==> config.mk <==
export PLATFORM = sky130hd
export DESIGN_NAME = vc_chan_queue
export DESIGN_NICKNAME = d
export VERILOG_FILES = /design/src/rtl/vc_chan_queue_pkg.sv /design/src/rtl/vc_rr_arb.sv /design/src/rtl/vc_chan_queue.sv
export SDC_FILE = /design/constraint.sdc
export NUM_CORES = 1
export LEC_CHECK = 0
export CORE_MARGIN = 2
export CORE_UTILIZATION = 60
export CTS_BUF_LIST = sky130_fd_sc_hd__clkbuf_16
export CTS_CLUSTER_SIZE = 30
export DETAILED_ROUTE_END_ITERATION = 10
export DONT_BUFFER_PORTS = 1
export PLACE_DENSITY = 0.74
export SLEW_MARGIN = 0
export SYNTH_ARGS = -nofsm -noshare
export SYNTH_HDL_FRONTEND = slang
export SYNTH_SLANG_ARGS = --single-unit
==> constraint.sdc <==
create_clock -name clk -period 4.95 [get_ports clk]
set_input_delay 0 -clock clk [delete_from_list [all_inputs] [get_ports clk]]
set_output_delay 0 -clock clk [all_outputs]
set_load 0.005 [all_outputs]
==> src/rtl/vc_chan_queue_pkg.sv <==
// Shared queue-type encodings and small helpers for the virtual-channel queue.
package vc_chan_queue_pkg;

    localparam logic [3:0] VC_QUEUE_NORMAL = 4'b0000;
    localparam logic [3:0] VC_QUEUE_PIPE   = 4'b0001;
    localparam logic [3:0] VC_QUEUE_BYPASS = 4'b0010;

    // Increment modulo n; works for non-power-of-2 ring sizes.
    function automatic int wrap_inc(input int v, input int n);
        return (v >= n - 1) ? 0 : v + 1;
    endfunction

endpackage

==> src/rtl/vc_rr_arb.sv <==
// Round-robin arbiter with an internal priority pointer. The grant is locked
// while a presented request is not consumed, so newly arriving requests with
// higher round-robin priority cannot steal a stalled grant.
module vc_rr_arb
    import vc_chan_queue_pkg::*;
#(
    parameter int p_num_reqs = 4,
    localparam int c_idx_nbits = $clog2(p_num_reqs)
)(
    input  logic                   clk,
    input  logic                   reset,
    input  logic [p_num_reqs-1:0]  reqs,
    input  logic                   advance,
    output logic [p_num_reqs-1:0]  grant,
    output logic [c_idx_nbits-1:0] grant_idx
);

    logic [c_idx_nbits-1:0] ptr;
    logic                   lock_val;
    logic [c_idx_nbits-1:0] lock_idx;
    logic                   found;
    int                     scan;

    // Pick the held grant if still requesting, else first request at/after ptr.
    always_comb begin
        grant     = '0;
        grant_idx = '0;
        found     = 1'b0;
        scan      = 0;
        if (lock_val && reqs[lock_idx]) begin
            grant[lock_idx] = 1'b1;
            grant_idx       = lock_idx;
        end else begin
            for (int i = 0; i < p_num_reqs; i++) begin
                scan = int'(ptr) + i;
                if (scan >= p_num_reqs) scan = scan - p_num_reqs;
                if (!found && reqs[scan]) begin
                    found       = 1'b1;
                    grant[scan] = 1'b1;
                    grant_idx   = c_idx_nbits'(scan);
                end
            end
        end
    end

    // Pointer moves past the winner only on a consumed grant; lock otherwise.
    always_ff @(posedge clk or negedge reset) begin
        if (!reset) begin
            ptr      <= '0;
            lock_val <= 1'b0;
            lock_idx <= '0;
        end else begin
            if (advance && (|reqs))
                ptr <= c_idx_nbits'(wrap_inc(int'(grant_idx), p_num_reqs));
            lock_val <= (|reqs) && !advance;
            lock_idx <= grant_idx;
        end
    end

endmodule

==> src/rtl/vc_chan_queue.sv <==
// Multi-channel message queue: independent per-channel FIFOs sharing one
// enqueue port and one round-robin arbitrated dequeue port, with per-channel
// flush, occupancy and almost-full status, and optional pipe mode.
module vc_chan_queue
    import vc_chan_queue_pkg::*;
#(
    parameter logic [3:0] p_type         = VC_QUEUE_NORMAL,
    parameter int         p_msg_nbits    = 32,
    parameter int         p_num_chans    = 4,
    parameter int         p_num_msgs     = 4,
    parameter int         p_afull_thresh = 1,
    localparam int        c_chan_nbits   = $clog2(p_num_chans),
    localparam int        c_addr_nbits   = $clog2(p_num_msgs)
)(
    input  logic                                     clk,
    input  logic                                     reset,
    input  logic                                     enq_val,
    output logic                                     enq_rdy,
    input  logic [c_chan_nbits-1:0]                  enq_chan,
    input  logic [p_msg_nbits-1:0]                   enq_msg,
    output logic                                     deq_val,
    input  logic                                     deq_rdy,
    output logic [c_chan_nbits-1:0]                  deq_chan,
    output logic [p_msg_nbits-1:0]                   deq_msg,
    input  logic [p_num_chans-1:0]                   flush,
    output logic [p_num_chans-1:0]                   chan_full,
    output logic [p_num_chans-1:0]                   almost_full,
    output logic [p_num_chans*(c_addr_nbits+1)-1:0]  chan_count
);

    localparam int c_cnt_nbits = c_addr_nbits + 1;
    localparam int c_depth     = p_num_chans * p_num_msgs;
    localparam int c_mem_nbits = $clog2(c_depth);
    localparam bit c_pipe      = (p_type & VC_QUEUE_PIPE) != 4'b0000;

    if ((p_type & VC_QUEUE_BYPASS) != 4'b0000) begin : g_bypass_unsupported
        $error("vc_chan_queue: bypass mode is not supported");
    end
    if (p_num_chans < 2 || p_num_msgs < 2) begin : g_size_unsupported
        $error("vc_chan_queue: needs at least 2 channels and 2 entries per channel");
    end

    logic [c_cnt_nbits-1:0]  count   [p_num_chans];
    logic [c_addr_nbits-1:0] enq_ptr [p_num_chans];
    logic [c_addr_nbits-1:0] deq_ptr [p_num_chans];
    logic [p_num_chans-1:0]  eligible;
    logic [p_num_chans-1:0]  grant_oh;
    logic [c_chan_nbits-1:0] grant_idx;
    logic [c_chan_nbits-1:0] enq_idx;
    logic                    chan_ok;
    logic                    enq_fire;
    logic                    deq_fire;
    logic [p_msg_nbits-1:0]  mem [c_depth];
    logic [c_mem_nbits-1:0]  waddr;
    logic [c_mem_nbits-1:0]  raddr;

    function automatic logic [c_addr_nbits-1:0] ptr_inc(input logic [c_addr_nbits-1:0] p);
        return c_addr_nbits'(wrap_inc(int'(p), p_num_msgs));
    endfunction

    vc_rr_arb #(
        .p_num_reqs (p_num_chans)
    ) u_arb (
        .clk       (clk),
        .reset     (reset),
        .reqs      (eligible),
        .advance   (deq_fire),
        .grant     (grant_oh),
        .grant_idx (grant_idx)
    );

    assign deq_val  = |eligible;
    assign deq_fire = deq_val && deq_rdy;
    assign deq_chan = grant_idx;
    assign enq_fire = enq_val && enq_rdy;

    // Enqueue acceptance; out-of-range ids are refused and never index state.
    always_comb begin
        chan_ok = 32'(enq_chan) < 32'(p_num_chans);
        enq_idx = chan_ok ? enq_chan : '0;
        enq_rdy = 1'b0;
        if (chan_ok && !flush[enq_idx]) begin
            if (count[enq_idx] < c_cnt_nbits'(p_num_msgs))
                enq_rdy = 1'b1;
            else if (c_pipe && deq_fire && (grant_idx == enq_idx))
                enq_rdy = 1'b1;
        end
    end

    // Flat storage addressing: each channel owns a contiguous p_num_msgs slice.
    always_comb begin
        waddr = c_mem_nbits'(int'(enq_idx) * p_num_msgs + int'(enq_ptr[enq_idx]));
        raddr = c_mem_nbits'(int'(grant_idx) * p_num_msgs + int'(deq_ptr[grant_idx]));
    end

    // Storage write; contents are intentionally not reset.
    always_ff @(posedge clk) begin
        if (enq_fire) mem[waddr] <= enq_msg;
    end

    assign deq_msg = mem[raddr];

    for (genvar c = 0; c < p_num_chans; c++) begin : g_chan
        logic [c_cnt_nbits-1:0]  count_q;
        logic [c_addr_nbits-1:0] enq_ptr_q;
        logic [c_addr_nbits-1:0] deq_ptr_q;
        logic                    do_enq;
        logic                    do_deq;

        assign do_enq = enq_fire && (enq_idx == c_chan_nbits'(c));
        assign do_deq = deq_fire && grant_oh[c];

        // Pointer/count update; flush wins over any same-cycle operation.
        always_ff @(posedge clk or negedge reset) begin
            if (!reset) begin
                count_q   <= '0;
                enq_ptr_q <= '0;
                deq_ptr_q <= '0;
            end else if (flush[c]) begin
                count_q   <= '0;
                enq_ptr_q <= '0;
                deq_ptr_q <= '0;
            end else begin
                if (do_enq) enq_ptr_q <= ptr_inc(enq_ptr_q);
                if (do_deq) deq_ptr_q <= ptr_inc(deq_ptr_q);
                if (do_enq && !do_deq)
                    count_q <= count_q + 1'b1;
                else if (!do_enq && do_deq)
                    count_q <= count_q - 1'b1;
            end
        end

        assign count[c]    = count_q;
        assign enq_ptr[c]  = enq_ptr_q;
        assign deq_ptr[c]  = deq_ptr_q;
        assign eligible[c] = (count_q != '0) && !flush[c];

        assign chan_full[c]   = count_q == c_cnt_nbits'(p_num_msgs);
        assign almost_full[c] = (p_num_msgs - int'(count_q)) <= p_afull_thresh;
        assign chan_count[c*c_cnt_nbits +: c_cnt_nbits] = count_q;

        a_count_bound: assert property (@(posedge clk) disable iff (!reset)
            count_q <= c_cnt_nbits'(p_num_msgs));
    end

    a_inputs_known: assert property (@(posedge clk) disable iff (!reset)
        !$isunknown({enq_val, deq_rdy, flush}));

endmodule

# Yosys cells after proc, flatten, opt, wreduce, memory -nomap -nowiden
# Memory sizes are Yosys's and may differ from the RTL's.
# Index checks and enable logic that the tools add are counted.
[classes] n_addsub=30 magnitude_cmp=31 n_eq_ne=7 n_mux=103 bitwise=5 n_reduce_logical=67
[ops] operator="32-bit two-way mux" n=8
[ops] operator="32-bit by 1-bit >= comparator with 1-bit output (second input constant)" n=4
[ops] operator="32-bit by 4-bit less-than comparator with 1-bit output (second input constant)" n=4
[ops] operator="32-bit by 4-bit >= comparator with 1-bit output (second input constant)" n=3
[ops] operator="32-bit by 4-bit subtractor with 32-bit output (second input constant)" n=3
[ops] operator="2-bit two-way mux" n=34
[ops] operator="3-bit two-way mux" n=14
[ops] operator="1-bit logical AND" n=33
[ops] operator="4-bit two-way mux" n=8
[ops] operator="1-bit two-way mux" n=25
[ops] operator="3-bit nonzero test" n=8
[ops] operator="2-bit by 1-bit adder with 2-bit output (second input constant)" n=9
[ops] operator="2-bit >= comparator (second input constant)" n=9
[ops] operator="4-bit by 2-bit less-or-equal comparator with 1-bit output (second input constant)" n=4
[ops] operator="1-bit logical NOT" n=16
[ops] operator="2-bit nonzero test" n=8
[ops] operator="3-bit by 3-bit subtractor with 4-bit output (first input constant)" n=4
[ops] operator="3-bit by 1-bit adder with 3-bit output (second input constant)" n=4
[ops] operator="1-bit binary-select mux with 2-bit select" n=6
[ops] operator="3-bit == test (second input constant)" n=4
[ops] operator="4-bit OR" n=3
[ops] operator="3-bit by 1-bit subtractor with 3-bit output (second input constant)" n=4
[ops] operator="1-bit demux with 2-bit select" n=5
[ops] operator="4-bit by 2-bit adder with 4-bit output" n=2
[ops] operator="15 further kinds" n=21
[totals] register_bits=33 ramBits=512 inputBits=42 output_inout_bits=56 mem_count=1
[mem_list] memory="mem" words=16 word_bits=32 read_ports=1 rd_ports_with_merged_regs=0 write_ports=1 line_no="vc_chan_queue.sv:53" rtl="logic [p_msg_nbits-1:0] mem [c_depth];"

# Logic depth before layout (Yosys ltp)
# An unclocked memory read counts as a cell.
[depth] depth_word=29 mapped_depth=15 depth_no_buf=14

# Cells and area by module
# A second synthesis with hierarchy kept.
[hier_totals] cells_unflattened=1459 area_unflattened_um2=22771.8
[modules_own_cells] mod="vc_chan_queue" instances=1 cells_per_inst=1359 area_each_um2=21936.0 seq_area_each_um2=16075.4
[modules_own_cells] mod="vc_rr_arb" instances=1 cells_per_inst=100 area_each_um2=835.8 seq_area_each_um2=125.1

# Worst setup path before layout
# Ideal clock, no wire load.
[synth_timing] path_kind="register to output" start="register u_arb.ptr[1]" end="output port deq_msg[0]" arrival_time_ns=3.632 required_ns=4.950 path_slack_ns=1.318 path_stages_with_launch=15 path_cell_list="dfrtp_1 > clkbuf_1 > inv_1 > ha_1 > inv_1 > mux4_2 > nor2b_1 > o41ai_4 > clkinv_4 > mux2i_4 > buf_6 > buf_4 > mux2i_1 > o22ai_1 > or4_1"
[synth_between] elab_chain_len=26 elab_cells_between_ends=54 cone_classes="add/sub (8); order compare (4); mux (34); bitwise (1); reduce/logical (6); memory (1)"
[synth_rtl] element="start, declared" line_no="vc_rr_arb.sv:18" rtl="logic [c_idx_nbits-1:0] ptr;"
[synth_rtl] element="start signal, assigned" line_no="vc_rr_arb.sv:54" rtl="ptr <= c_idx_nbits'(wrap_inc(int'(grant_idx), p_num_reqs));"
[synth_rtl] element="branches (longest 18 deep; another with 32-bit by 4-bit subtractor with 32-bit output)"
[synth_rtl] element="2-bit two-way mux *" line_no="vc_rr_arb.sv:37" rtl="if (!found && reqs[scan]) begin"
[synth_rtl] element="2-bit two-way mux *" line_no="vc_rr_arb.sv:30" rtl="if (lock_val && reqs[lock_idx]) begin"
[synth_rtl] element="named net deq_chan[0]" line_no="vc_chan_queue.sv:23" rtl="output logic [c_chan_nbits-1:0] deq_chan,"
[synth_rtl] element="2-bit inverter with 3-bit output (not written as such)" line_no="vc_chan_queue.sv:93" rtl="raddr = c_mem_nbits'(int'(grant_idx) * p_num_msgs + int'(deq_ptr[grant_idx]));"
[synth_rtl] element="2-bit binary-select mux with 2-bit select" line_no="vc_chan_queue.sv:93"
[synth_rtl] element="2-bit two-way mux (not written as such) (2 in series)" line_no="vc_chan_queue.sv:93"
[synth_rtl] element="4-bit by 2-bit adder with 4-bit output *" line_no="vc_chan_queue.sv:93"
[synth_rtl] element="memory read 16 x 32 bit *"
[synth_rtl] element="end, declared" line_no="vc_chan_queue.sv:24" rtl="output logic [p_msg_nbits-1:0] deq_msg,"
# Mark *: on every way through the listed nets, which the timed path passes. The select of a mux whose other input is x is not followed.

# Worst setup path after layout
[layout_timing] start="register g_chan[0].count_q[1]" end="output port deq_msg[0]"
[layout_between] elab_chain_len=25 elab_cells_between_ends=40 cone_classes="add/sub (1); mux (28); bitwise (1); reduce/logical (9); memory (1)"
[layout_rtl] element="start, declared" line_no="vc_chan_queue.sv:104" rtl="logic [c_cnt_nbits-1:0] count_q;"
[layout_rtl] element="start signal, assigned" line_no="vc_chan_queue.sv:127" rtl="count_q <= count_q + 1'b1;"
[layout_rtl] element="start signal, assigned" line_no="vc_chan_queue.sv:129" rtl="count_q <= count_q - 1'b1;"
[layout_rtl] element="3-bit nonzero test *" line_no="vc_chan_queue.sv:136" rtl="assign eligible[c] = (count_q != '0) && !flush[c];"
[layout_rtl] element="1-bit logical AND *" line_no="vc_chan_queue.sv:136"
[layout_rtl] element="1-bit binary-select mux with 2-bit select" line_no="vc_rr_arb.sv:37"
[layout_rtl] element="1-bit two-way mux (not written as such) (2 in series)" line_no="vc_rr_arb.sv:37"
[layout_rtl] element="1-bit two-way mux" line_no="vc_rr_arb.sv:37"
[layout_rtl] element="1-bit two-way mux" line_no="vc_rr_arb.sv:30"
[layout_rtl] element="1-bit logical NOT" line_no="vc_rr_arb.sv:37"
[layout_rtl] element="1-bit logical AND" line_no="vc_rr_arb.sv:37"
[layout_rtl] element="(+8 left out)"
[layout_rtl] element="2-bit two-way mux" line_no="vc_rr_arb.sv:37"
[layout_rtl] element="2-bit two-way mux *" line_no="vc_rr_arb.sv:30"
[layout_rtl] element="named net deq_chan[0]" line_no="vc_chan_queue.sv:23"
[layout_rtl] element="2-bit inverter with 3-bit output (not written as such)" line_no="vc_chan_queue.sv:93"
[layout_rtl] element="2-bit binary-select mux with 2-bit select" line_no="vc_chan_queue.sv:93"
[layout_rtl] element="2-bit two-way mux (not written as such) (2 in series)" line_no="vc_chan_queue.sv:93"
[layout_rtl] element="4-bit by 2-bit adder with 4-bit output *" line_no="vc_chan_queue.sv:93"
[layout_rtl] element="memory read 16 x 32 bit *"
# The timed path passes the listed nets; every way through them passes the cells marked *. The select of a mux whose other input is x is not followed.

==> impl_metrics.toml <==
[outcome]
outcome = "finished clean"

[placement]
place_inst = 1742
count_of_buffers_inserted_at_the_top_level_ports = 0
globalplace.congestion = 0.869
detailedPlacementHpwl_um = 26900
postPlaceCellArea_mm2 = 0.0227

[route]
detail_route.iter0.violations = 946
detailroute.wirelength.met3_um = 3560
dr_total_vias = 11900
routedWlPerCell_um = 25.7
drt-vias-per-instance = 6.29
detail_route.first_pass.iterations = 5
routed.top_layer = "met5"
route.layer.met1.wl_um = 20200
detailed_routed_wire_length_on_met2_um = 23300
detail_route.drc_violations = 0
drt.antenna.violating_nets = 0
drt-total-wl_um = 48500

[die]
die_width_um = 196
die-height_um = 196
fp.dieArea_mm2 = 0.0382
placeableCoreArea_mm2 = 0.0363
rows = 70
top_level_ports = 98
initial_cell_density_of_the_core_pct = 60.6

[synthesis]
synth.ff_latch_count = 545
netlist.top_cell.by_area = "edfxtp_1"
synth_cell_types = 54
post_synth_main_area_contributors = "edfxtp_1, mux2i_1, dfrtp_1"
synth-edff-count = 512
postSynth.topFlopCell = "edfxtp_1"
synth_fp_nets = 1367
yosysSeqAreaShare_pct = 73.6
netlist.area_leader.share_pct = 69.8
synth.cell_area_mm2 = 0.0220
avgSynthCellArea_um2 = 16.9
asyncSetResetFlopFracSynth_pct = 6.06
syn_inst = 1302
synth.yosys.warnings = 0

[final_layout]
mostFrequentLayoutCells = "edfxtp_1, mux2i_1, o22ai_1"
antennaDiodeCount = 0
finalNetCount = 1439
post_layout_nonfiller_instances = 1886
share_of_final_layout_standard_cells_stronger_than_drive_strength_1_pct = 11.0
finish.instance_area_mm2 = 0.0250
final_core_util_pct = 68.7
layout.cells.most_common = "edfxtp_1"
area.growth.synth_to_final_pct = 13.4

[clocking]
tritoncts = "built"
clk_root_buffer_cell = "clkbuf_16"
worstSkewPairLatency_ns = 0.60
cts.clk_slew.worst_paths_ns = 0.06
maximum_clock_insertion_buffer_count = 3
cts.sinks = 545
numCtsBuffers = 52
cts_htree_levels = 2

[global_route]
number_of_antenna_violations_at_the_first_check_in_global_routing = 1
global_route.overflow_total = 0
first_pass_grt_wire_length_um = 72900
grt_start_max_net_pins = 51
grt_pass1_vias = 11800
total_global_route_track_usage_pct = 25.9

[timing]
timing.fmax_ghz = 0.209
final.min_clock_period_ns = 4.77
min_period_over_period_pct = 96.4
timing.final.hold_violations = 0
slew_viol_final = 0
worst-slew-pin-transition_ns = 1.13
slew_headroom_pct = 24.7
finalSetupViolCount = 0
finalSetupTns_ns = 0
clock-skew-final_ns = 0.0142

[power]
power.density_cell_area_mw_per_mm2 = 469
p_leak_nw = 7.87
ir_drop_uv = 350
p_total_mw = 11.7

[setup_path]
worstPathRequired_ns = 4.95
worst_setup_path_start_kind = "flip-flop"
critPathKind = "flip-flop to output pin"
timing.critical_path.arrival_ns = 4.77
critical_path_peak_fanout = 41
crit_path_end_kind = "output pin"

[min_path]
min_path_type = "input port to flip-flop"

[run]
max_cap_viol_count = 0
==> per-layer routing <==
layer,GRT usage [%],up-vias
li1,-,5311
met1,36.4,6017
met2,41.5,442
met3,4.65,93
met4,8.62,2
met5,0,-
==> layout make-up <==
type	instances	area, µm²
inverters	20	88.8
multi-input cells	671	5510
repair buffers	84	902
clock buffers	54	1350
well taps	468	586
clock inverters	44	332
flip-flops and latches	545	16200
fillers	2280	11400
==> flip-flops by register name, summed over array words and instances, names as in the netlist <==
register and cells:
g_chan.count_q 12, g_chan.deq_ptr_q 8, g_chan.enq_ptr_q 8, mem 512, u_arb.lock_idx 2, u_arb.lock_val 1, u_arb.ptr 2
==> stage by stage <==
stage               setup WS [ns]  hold WS, ns
floorplan                    1.32       -0.296
global placement            0.705       -0.295
detailed placement          0.603       -0.295
CTS                        0.0301       0.0155
global route              -0.0207       0.0702
finish                      0.176       0.0562
==> logic make-up (layout without fill, tap and decap cells) <==
| kind of cell | after synthesis | after routing | share of synthesized area (%) |
|---|---|---|---|
| adder cells (fa/ha/maj) | 23 | 23 | 1.44 |
| multiplexers | 270 | 270 | 12.6 |
| flip-flops | 545 | 545 | 73.6 |
| XOR/XNOR | 19 | 19 | 0.756 |
| AND/OR/NAND/NOR | 172 | 172 | 4.07 |
| buffers and inverters | 86 | 202 | 2.15 |
| AO/OA/AOI/OAI | 187 | 187 | 5.44 |
==> worst max-delay path, stage by stage (launching register included) <==
cell and delay [ns]:
dfrtp_1 0.45, nor2_2 0.20, ha_2 0.25, nor2_1 0.13, mux4_2 0.57, nor2b_1 0.19, o41ai_4 0.32, bufinv_8 0.27
mux2i_4 0.24, buf_12 0.26, buf_16 0.29, mux2i_1 0.28, o22ai_1 0.12, or4_1 0.58
==> report_power, final <==
group / leakage (nW) / switching, mW / internal (mW)
Sequential: 5.06 / 0.0655 / 5.12
Combinational: 1.95 / 1.63 / 1.03
Clock: 0.867 / 1.65 / 2.23
Total: 7.87 / 3.35 / 8.37
==> repair_timing <==
action                                 CTS  global route
pin swaps                                1             0
setup endpoints to repair                4            26
setup buffers                            1             0
hold buffers                            45             0
gates resized for setup                  0            14
endpoints found under the hold margin  576             0
==> worst paths after layout <==
check,from,end,slack (ns),depth (start not counted)
max,g_chan[0].count_q[1]$_DFFE_PN0P_,deq_msg[0],0.18,13
min,flush[3],u_arb.lock_idx[1]$_DFF_PN0_,0.06,4
max reg2reg,g_chan[0].count_q[1]$_DFFE_PN0P_,g_chan[2].count_q[2]$_DFFE_PN0P_,1.12,13
min reg2reg,g_chan[3].enq_ptr_q[0]$_DFFE_PN0P_,g_chan[3].enq_ptr_q[0]$_DFFE_PN0P_,0.56,2
max in group asynchronous,reset,g_chan[2].deq_ptr_q[0]$_DFFE_PN0P_,4.24,4
min in group asynchronous,reset,g_chan[2].count_q[1]$_DFFE_PN0P_,0.53,4
==> synth_stat cells, types with 2 or more instances <==
cell and number:
nand2b_1 5, edfxtp_1 512, a21oi_1 17, nor2_1 61
clkbuf_1 22, xnor2_1 16, o211ai_1 2, or2_1 2
a22oi_1 2, buf_1 4, xor2_1 3, or3_1 6
dfrtp_1 33, o22ai_1 130, and3_1 3, nor3_1 14
and2_1 9, nand2_1 22, ha_1 19, o21ai_0 13
buf_4 23, or4_1 33, o21ai_1 3, buf_2 11
a221o_1 3, nand3_1 5, inv_1 18, nand3b_1 2
mux4_2 4, nor3b_1 2, buf_6 6, fa_1 4
nor2b_1 3, a211oi_1 5, mux2i_1 265, o21bai_1 2
Note: power is estimated with default switching activity, not from simulation.
